### src/rtl/calc_pkg.sv
// Shared calculator definitions: key scanner FSM states, the 4-bit key
// code shared with the display path, key-code constants and key helpers.
package calc_pkg;

    // Key index as produced by the scanner: row*4 + col.
    typedef logic [3:0] key_code_t;

    typedef enum logic [1:0] {
        KP_SCAN,
        KP_DEBOUNCE,
        KP_PRESSED,
        KP_RELEASE
    } kp_state_t;

    // Keypad layout (row, col):
    //   r0: 1 2 3 +   r1: 4 5 6 -   r2: 7 8 9 *   r3: C 0 = /
    localparam key_code_t KEY_PLUS  = 4'd3;
    localparam key_code_t KEY_MINUS = 4'd7;
    localparam key_code_t KEY_MUL   = 4'd11;
    localparam key_code_t KEY_CLR   = 4'd12;
    localparam key_code_t KEY_EQ    = 4'd14;
    localparam key_code_t KEY_DIV   = 4'd15;
    localparam logic [3:0] NOT_DIGIT = 4'hF;

    // Digit value of a key index, NOT_DIGIT for operator keys.
    function automatic logic [3:0] key_to_digit(input key_code_t k);
        logic [3:0] d;
        unique case (k)
            4'd0:    d = 4'd1;
            4'd1:    d = 4'd2;
            4'd2:    d = 4'd3;
            4'd4:    d = 4'd4;
            4'd5:    d = 4'd5;
            4'd6:    d = 4'd6;
            4'd8:    d = 4'd7;
            4'd9:    d = 4'd8;
            4'd10:   d = 4'd9;
            4'd13:   d = 4'd0;
            default: d = NOT_DIGIT;
        endcase
        return d;
    endfunction

    // Lowest set row wins when several rows are closed.
    function automatic logic [1:0] kp_low_row(input logic [3:0] r);
        logic [1:0] idx;
        priority case (1'b1)
            r[0]:    idx = 2'd0;
            r[1]:    idx = 2'd1;
            r[2]:    idx = 2'd2;
            r[3]:    idx = 2'd3;
            default: idx = 2'd0;
        endcase
        return idx;
    endfunction

    // Index of the driven column (column drive is one-hot).
    function automatic logic [1:0] kp_col_idx(input logic [3:0] c);
        logic [1:0] idx;
        unique case (1'b1)
            c[1]:    idx = 2'd1;
            c[2]:    idx = 2'd2;
            c[3]:    idx = 2'd3;
            default: idx = 2'd0;
        endcase
        return idx;
    endfunction

endpackage

### src/rtl/keypad_scanner_sync2.sv
// Two-flop synchroniser for the asynchronous 4-bit row sense lines.
// Ports: clock, reset (sync, active-high), d_i raw rows, q_o synchronised rows.
module sync2 (
    input  logic       clock,
    input  logic       reset,
    input  logic [3:0] d_i,
    output logic [3:0] q_o
);

    logic [3:0] meta_q;
    logic [3:0] sync_q;

    always_ff @(posedge clock) begin
        if (reset) begin
            meta_q <= '0;
            sync_q <= '0;
        end else begin
            meta_q <= d_i;
            sync_q <= meta_q;
        end
    end

    assign q_o = sync_q;

endmodule

### src/rtl/keypad_scanner.sv
// 4x4 keypad scanner: column scan, debounce, key encode, one-entry
// valid/ready hold buffer with sticky overrun. Optional auto-repeat when
// KEYPAD_REPEAT_EN is defined.
// Ports: clock, reset (sync, active-high), row_in raw rows, col_out one-hot
// column drive, key_code/key_valid/key_ready handshake, overrun sticky flag.
module keypad_scanner
    import calc_pkg::*;
#(
    parameter int SCAN_CYCLES     = 1000,
    parameter int DEBOUNCE_CYCLES = 10000,
    parameter int REPEAT_CYCLES   = 500000
) (
    input  logic       clock,
    input  logic       reset,
    input  logic [3:0] row_in,
    output logic [3:0] col_out,
    output logic [3:0] key_code,
    output logic       key_valid,
    input  logic       key_ready,
    output logic       overrun
);

    if (SCAN_CYCLES < 1 || DEBOUNCE_CYCLES < 2 || REPEAT_CYCLES < 1) begin : g_bad_param
        $error("keypad_scanner: illegal cycle parameter");
    end

    // One counter serves scan timing and both debounce phases.
    localparam int CNT_MAX = (SCAN_CYCLES > DEBOUNCE_CYCLES) ? SCAN_CYCLES : DEBOUNCE_CYCLES;
    localparam int CW = (CNT_MAX > 1) ? $clog2(CNT_MAX) : 1;
    localparam logic [CW-1:0] SCAN_LAST = CW'(SCAN_CYCLES - 1);
    localparam logic [CW-1:0] DB_LAST   = CW'(DEBOUNCE_CYCLES - 1);

    logic [3:0] row_s;
    kp_state_t  state_q, state_d;
    logic [CW-1:0] cnt_q, cnt_d;
    logic [3:0] col_q, col_d;
    logic [3:0] row_cap_q, row_cap_d;
    key_code_t  code_q, code_d;
    logic       valid_q, valid_d;
    logic       ovr_q, ovr_d;
    logic       emit;
    logic       rep_fire;
    key_code_t  emit_code;

    sync2 u_sync (
        .clock (clock),
        .reset (reset),
        .d_i   (row_in),
        .q_o   (row_s)
    );

    assign emit_code = {kp_low_row(row_cap_q), kp_col_idx(col_q)};

`ifdef KEYPAD_REPEAT_EN
    localparam int RW = (REPEAT_CYCLES > 1) ? $clog2(REPEAT_CYCLES) : 1;
    localparam logic [RW-1:0] REP_LAST = RW'(REPEAT_CYCLES - 1);

    logic [RW-1:0] rep_q, rep_d;

    // Runs only while the captured rows are still held; any exit from
    // PRESSED (row_s == 0) clears it.
    always_comb begin
        rep_d    = '0;
        rep_fire = 1'b0;
        if (state_q == KP_PRESSED && row_s != '0) begin
            if (row_s == row_cap_q) begin
                if (rep_q == REP_LAST) begin
                    rep_fire = 1'b1;
                end else begin
                    rep_d = rep_q + 1'b1;
                end
            end else begin
                rep_d = rep_q;
            end
        end
    end

    always_ff @(posedge clock) begin
        if (reset) begin
            rep_q <= '0;
        end else begin
            rep_q <= rep_d;
        end
    end
`else
    assign rep_fire = 1'b0;
`endif

    always_comb begin
        state_d   = state_q;
        cnt_d     = cnt_q;
        col_d     = col_q;
        row_cap_d = row_cap_q;
        emit      = rep_fire;
        unique case (state_q)
            KP_SCAN: begin
                if (row_s != '0) begin
                    row_cap_d = row_s;
                    cnt_d     = '0;
                    state_d   = KP_DEBOUNCE;
                end else if (cnt_q == SCAN_LAST) begin
                    cnt_d = '0;
                    col_d = {col_q[2:0], col_q[3]};
                end else begin
                    cnt_d = cnt_q + 1'b1;
                end
            end
            KP_DEBOUNCE: begin
                if (row_s != row_cap_q) begin
                    cnt_d   = '0;
                    state_d = KP_SCAN;
                end else if (cnt_q == DB_LAST) begin
                    emit    = 1'b1;
                    cnt_d   = '0;
                    state_d = KP_PRESSED;
                end else begin
                    cnt_d = cnt_q + 1'b1;
                end
            end
            KP_PRESSED: begin
                if (row_s == '0) begin
                    cnt_d   = '0;
                    state_d = KP_RELEASE;
                end
            end
            KP_RELEASE: begin
                if (row_s != '0) begin
                    cnt_d   = '0;
                    state_d = KP_PRESSED;
                end else if (cnt_q == DB_LAST) begin
                    cnt_d   = '0;
                    col_d   = {col_q[2:0], col_q[3]};
                    state_d = KP_SCAN;
                end else begin
                    cnt_d = cnt_q + 1'b1;
                end
            end
            default: state_d = KP_SCAN;
        endcase
    end

    // A same-cycle acceptance frees the slot, so the new key loads
    // instead of being counted as an overrun.
    always_comb begin
        code_d  = code_q;
        valid_d = valid_q;
        ovr_d   = ovr_q;
        if (emit && (!valid_q || key_ready)) begin
            code_d  = emit_code;
            valid_d = 1'b1;
        end else if (emit) begin
            ovr_d = 1'b1;
        end else if (valid_q && key_ready) begin
            valid_d = 1'b0;
        end
    end

    always_ff @(posedge clock) begin
        if (reset) begin
            state_q   <= KP_SCAN;
            cnt_q     <= '0;
            col_q     <= 4'b0001;
            row_cap_q <= '0;
            code_q    <= '0;
            valid_q   <= 1'b0;
            ovr_q     <= 1'b0;
        end else begin
            state_q   <= state_d;
            cnt_q     <= cnt_d;
            col_q     <= col_d;
            row_cap_q <= row_cap_d;
            code_q    <= code_d;
            valid_q   <= valid_d;
            ovr_q     <= ovr_d;
        end
    end

    assign col_out   = col_q;
    assign key_code  = code_q;
    assign key_valid = valid_q;
    assign overrun   = ovr_q;

endmodule

### config.mk
export PLATFORM = sky130hd
export DESIGN_NAME = keypad_scanner
export DESIGN_NICKNAME = d
export VERILOG_FILES = /design/src/rtl/calc_pkg.sv /design/src/rtl/keypad_scanner_sync2.sv /design/src/rtl/keypad_scanner.sv
export SDC_FILE = /design/constraint.sdc
export NUM_CORES = 1
export LEC_CHECK = 0
export ABC_AREA = 1
export BUFFER_PORTS_ARGS = -buffer_cell sky130_fd_sc_hd__buf_2
export CORE_MARGIN = 3
export CORE_UTILIZATION = 40
export CTS_BUF_LIST = sky130_fd_sc_hd__clkbuf_8
export DETAILED_ROUTE_END_ITERATION = 8
export PLACE_DENSITY = 0.56
export SYNTH_ARGS = -nofsm -noshare
export SYNTH_HDL_FRONTEND = slang
export SYNTH_SLANG_ARGS = --single-unit
### constraint.sdc
create_clock -name clock -period 2.2 [get_ports clock]
set_clock_uncertainty 0.1 [all_clocks]
set_input_delay 0.11 -clock clock [delete_from_list [all_inputs] [get_ports clock]]
set_output_delay 0.11 -clock clock [all_outputs]
set_load 0.005 [all_outputs]
* Word level (Yosys, flattened, before mapping)
Cells that the tools add are included.
** Cells by class
- Reduce and logical (&&, ||, !) cells :: 14
- Bitwise logic cells :: 1
- $add $sub $neg :: 1
- Multiplexer cells :: 30
- Eq/ne operators :: 15
** Operators by type and width (number)
- $mux W14 :: 6
- $pmux W14 S4 :: 1
- $mux W2 :: 10
- $mux W4 :: 4
- $add A14 B1 Y14 const B :: 1
- $eq A14 B10 Y1 const B :: 1
- $eq A14 B14 Y1 const B :: 1
- $ne A2 B2 Y1 const B :: 6
- $pmux W2 S4 :: 1
- $pmux W4 S2 :: 1
- $mux W1 :: 6
- $ne A3 B3 Y1 const B :: 2
- $pmux W2 S3 :: 1
- $reduce_and A2 Y1 :: 3
- $reduce_and A5 Y1 :: 1
- $eq A2 B2 Y1 const B :: 2
- $logic_not A4 Y1 :: 1
- $ne A4 B4 Y1 :: 1
- $reduce_and A4 Y1 :: 1
- $reduce_bool A2 Y1 :: 2
- $reduce_bool A4 Y1 :: 1
- $eq A2 B1 Y1 const B :: 1
- $logic_and A1 B1 Y1 :: 2
- $logic_not A2 Y1 :: 1
- 4 further kinds :: 4
** Storage, ports and cells
- Output and inout bits :: 10
- Flip-flop bits (word level) :: 38
- Logic and storage cells :: 70

* Depth between registers and ports, before layout
- Word-level depth :: 7
- Depth in mapped cells :: 11
- Depth with buffers taken out :: 10

* By module
From an unflattened synthesis, not the netlist that was laid out.
** Unflattened totals
- Cells, all modules :: 275
- Area, all modules :: 1904.3 µm²
** By module, submodules not included
- keypad_scanner :: area each 1672.9 µm², cells an instance 250, times used 1
- sync2 :: area each 231.5 µm², cells an instance 25, times used 1

* Worst setup path before layout
No wires, ideal clock.
- Path type :: reg2reg
- Start :: register cnt_q[0]
- End :: register col_q[1], in the netlist col_out[1]
- Buffers on the path :: 0
- Required time :: 1987 ps
- Clock period less this slack :: 1571 ps
- Cell stages (with the launch flop) :: 11
- Arrival :: 1358 ps
- Library setup time :: 113 ps
- Slack :: 629 ps
- Path through :: dfxtp_1 -> ha_1 -> inv_1 -> nor2_1 -> nand2_1 -> nor2_1 -> nand2_1 -> nand2_1 -> nand2_1 -> nand2_1 -> nor2_1
** Between the ends
- Word-level cells in the longest chain between the ends :: 3
- Elaborated cells on any way between the ends :: 5
- Those cells by class :: 4 x eq/ne; 1 x reduce/logical
** Ends and longest elaborated chain
- from (decl) :: RTL line keypad_scanner.sv:35 : logic [CW-1:0] cnt_q, cnt_d;
- from (signal assigned) :: RTL line keypad_scanner.sv:169 : cnt_q <= cnt_d;
- $eq A14 B14 Y1 or $eq A14 B10 Y1 (tied branches) :: RTL line keypad_scanner.sv:130, keypad_scanner.sv:101
- $ne A2 B2 Y1 (no source line)
- $reduce_and A5 Y1 (no source line) *
- to (signal assigned) :: RTL line keypad_scanner.sv:170 : col_q <= col_d;
- to (decl) :: RTL line keypad_scanner.sv:36 : logic [3:0] col_q, col_d;
Every way passes the cells marked *; elsewhere a longest branch is shown, timed or not.
A chain may end at the register's enable or synchronous reset.

* Worst setup path in the final report
Ends and elaborated chain as after synthesis.

==> impl_results.md <==
- FP Rows: 24
- PwrDens: 617 mW/mm²
- Setup TNS: 0 ns
- Final wirelength: 3750 µm
- FF+latch count, synth: 38
- Clock transition at path regs: 0.08 ns
- Wire length of the first global-routing pass: 6510 µm
- Vias in the first global route: 1,468
- Minimum clock period: 1.79 ns
- Initial antenna violation count: 0
- Final Hold Viols: 0
- Largest stage delay, worst path: 0.41 ns
- Largest net degree at the start of global routing: 16
- H-tree depth: 2
- Most frequent CP cell: nand2_1
- Final net count: 320
- Worst Setup Path Type: flop to flop
- MaxCap Viol Count: 0
- Yosys warns: 0
- Maximum VDD drop: 339 µV
- RSZ-0062 raised after global routing: no
- CTS Buf Count: 5
- Cell variety after synth: 26
- Port bufs: 16
- Net Count, Synth: 296
- Num Clock Sinks: 38
- Drt first pass iters: 4
- Hold path depth: 4
- Slowest-stage cell, CP: dfxtp_1
- Layout area overhead: 13.6%
- Worst EP required: 2.29 ns
- Crit path cell chain: ha_1 > inv_1 > nor2_1 > nand2_1 > nor2_1 > nand2_1 > nand2_1 > nand2_1 > nand2_1 > nor2_1
- Hold Crit Class: input port to flop
- Syn Area/Cell: 6.68 µm²
- Antenna-violating nets left: 0
- Critical Path End Type: flop
- Worst Reg-to-Reg Cells: 10
- Vias: 1,658
- Relative slew slack: 69.8%
- Layout cells sized above 1: 14.4%
- Post-Synthesis Cells: 287
- Root Buffer: clkbuf_8
- Wire length per cell: 10.3 µm
- Total core area: 0.00450 mm²
- Register area share after synthesis: 39.7%
- Synth Cell Area: 0.00192 mm²
- DP Cell Count: 352
- Most frequent cells in the layout: 69 x nand2_1, 59 x nor2_1, 46 x inv_1
- Postcts setup bufs: 0
- Post-DP HPWL: 2720 µm
- Fill count: 465
- CTS Buffer Depth: 2
- Most common cell after layout, fill and taps aside: nand2_1
- Die W: 75.2 µm
- Overflow after GRT: 0
- Drt drc: 0
- Worst-Skew Late Latency: 0.29 ns
- Slew @ Worst Pin: 0.452 ns
- Final cell count without fillers: 364
- F_max: 559 MHz
- # diodes: 0
- Critical path arrival: 1.88 ns
- Vias per inst: 4.55
- CTS tree: done
- Die Y-Extent: 75.2 µm
- Finish-stage setup viols: 0
- Status: completed
- Type of origin of the critical path: flop
- Initial core utilization: 42.6%
- Period Utilization, post-route: 81.3%
- I/O pins: 17
- GRT Resource Usage Total: 15.1%
- Max Fanout on Critical Path: 7
- Placer Congestion: 0.825
- Leakage: 0.918 nW
- Pins Over Slew Limit: 0
- Die ar.: 0.00566 mm²
- 1st-iter DRT viols: 120
==> flip-flops by register name, summed over array words and instances (netlist names) <==
register and cells:
row_cap_q 4, state_q 2, col_out 4, cnt_q 14, key_code 4, key_valid 1, overrun 1, u_sync.meta_q 4
u_sync.q_o 4
==> layout make-up <==
| cell class | instances | area [µm²] | share of cell area [%] |
|---|---|---|---|
| inverter | 46 | 173 | 7.93 |
| clock buffer | 6 | 82.6 | 3.79 |
| timing repair buffer | 21 | 128 | 5.86 |
| clock inverter | 2 | 12.5 | 0.575 |
| multi-input combinational | 199 | 956 | 43.9 |
| sequential | 38 | 761 | 34.9 |
| tap | 52 | 65.1 | 2.99 |
==> Yosys cell counts <==
cell,number,area share (%)
a211oi_1,1,0.39
a21oi_1,9,2.3
a21oi_4,1,0.85
buf_1,1,0.20
buf_2,1,0.26
buf_8,1,0.78
clkbuf_1,1,0.20
dfxtp_1,38,40
ha_1,2,1.3
inv_1,46,9.0
mux2i_1,1,0.52
nand2_1,69,14
nand2_2,3,0.98
nand2_4,1,0.59
nand3_1,14,3.7
nand3b_1,1,0.39
nand4_1,9,2.9
nor2_1,59,12
nor2_2,10,3.3
nor2_4,3,1.8
nor3_1,2,0.52
nor3_2,2,1.0
o21ai_0,6,1.6
o21bai_1,1,0.39
xnor2_1,2,0.91
xor2_1,3,1.4
==> report_power, final <==
part	total (mW)	internal (mW)	switching, mW
Combinational	0.117	0.0429	0.0743
Clock	0.506	0.252	0.254
Sequential	0.720	0.704	0.0157
==> per-stage QoR <==
stage	util, %	power, mW	instance area [µm²]	hold WS (ns)	setup slack, ns
finish	48.3	1.34	2180	0.0325	0.412
detailed placement	45.3	0.849	2040	0.219	0.401
global placement	45.3	0.848	2040	0.209	0.434
floorplan	-	0.826	1920	0.0791	0.629
CTS	48.3	1.37	2180	0.0277	0.389
global route	48.3	1.41	2180	0.0377	0.155
==> routing by layer <==
layer | GRT usage, % | wire length [µm] | part of all wire (%) | vias to the layer above
li1 | - | - | - | 920
met1 | 19.8 | 1960 | 52 | 718
met2 | 23.6 | 1620 | 43 | 16
met3 | 4.81 | 113 | 3.0 | 4
met4 | 4.66 | 48 | 1.3 | 0
met5 | 0 | 0 | 0 | -
==> critical path, delay by kind of cell, from the launching register on <==
family,cells,cell delay (ns)
buffers and inverters,1,0.07
adders and majority gates,1,0.19
and+or+nand+nor,8,0.92
DFF,1,0.41
==> final timing paths <==
kind,start,to,slack (ns)
setup / recovery,cnt_q[0],col_out[1],0.41
setup reg to reg,cnt_q[0],col_out[1],0.41
hold reg to reg,u_sync.meta_q[3],u_sync.q_o[3],0.30
hold / removal,key_ready,key_valid,0.03
==> repair_timing <==
| item | CTS | global route |
|---|---|---|
| hold endpoints to repair | 4 | 0 |
| resized for setup | 0 | 0 |
| hold buffers | 4 | 0 |
==> cell families (layout without fill, tap and decap cells) <==
group / after synthesis / in the layout / share of synthesized area, %
fa+ha+maj: 2 / 2 / 1.31
simple gates: 173 / 173 / 40.2
mux: 1 / 1 / 0.522
buf+inv: 50 / 75 / 10.4
xor+xnor: 5 / 5 / 2.29
flops: 38 / 38 / 39.7
compound gates: 18 / 18 / 5.55
Power figures use the tool's default switching activity.
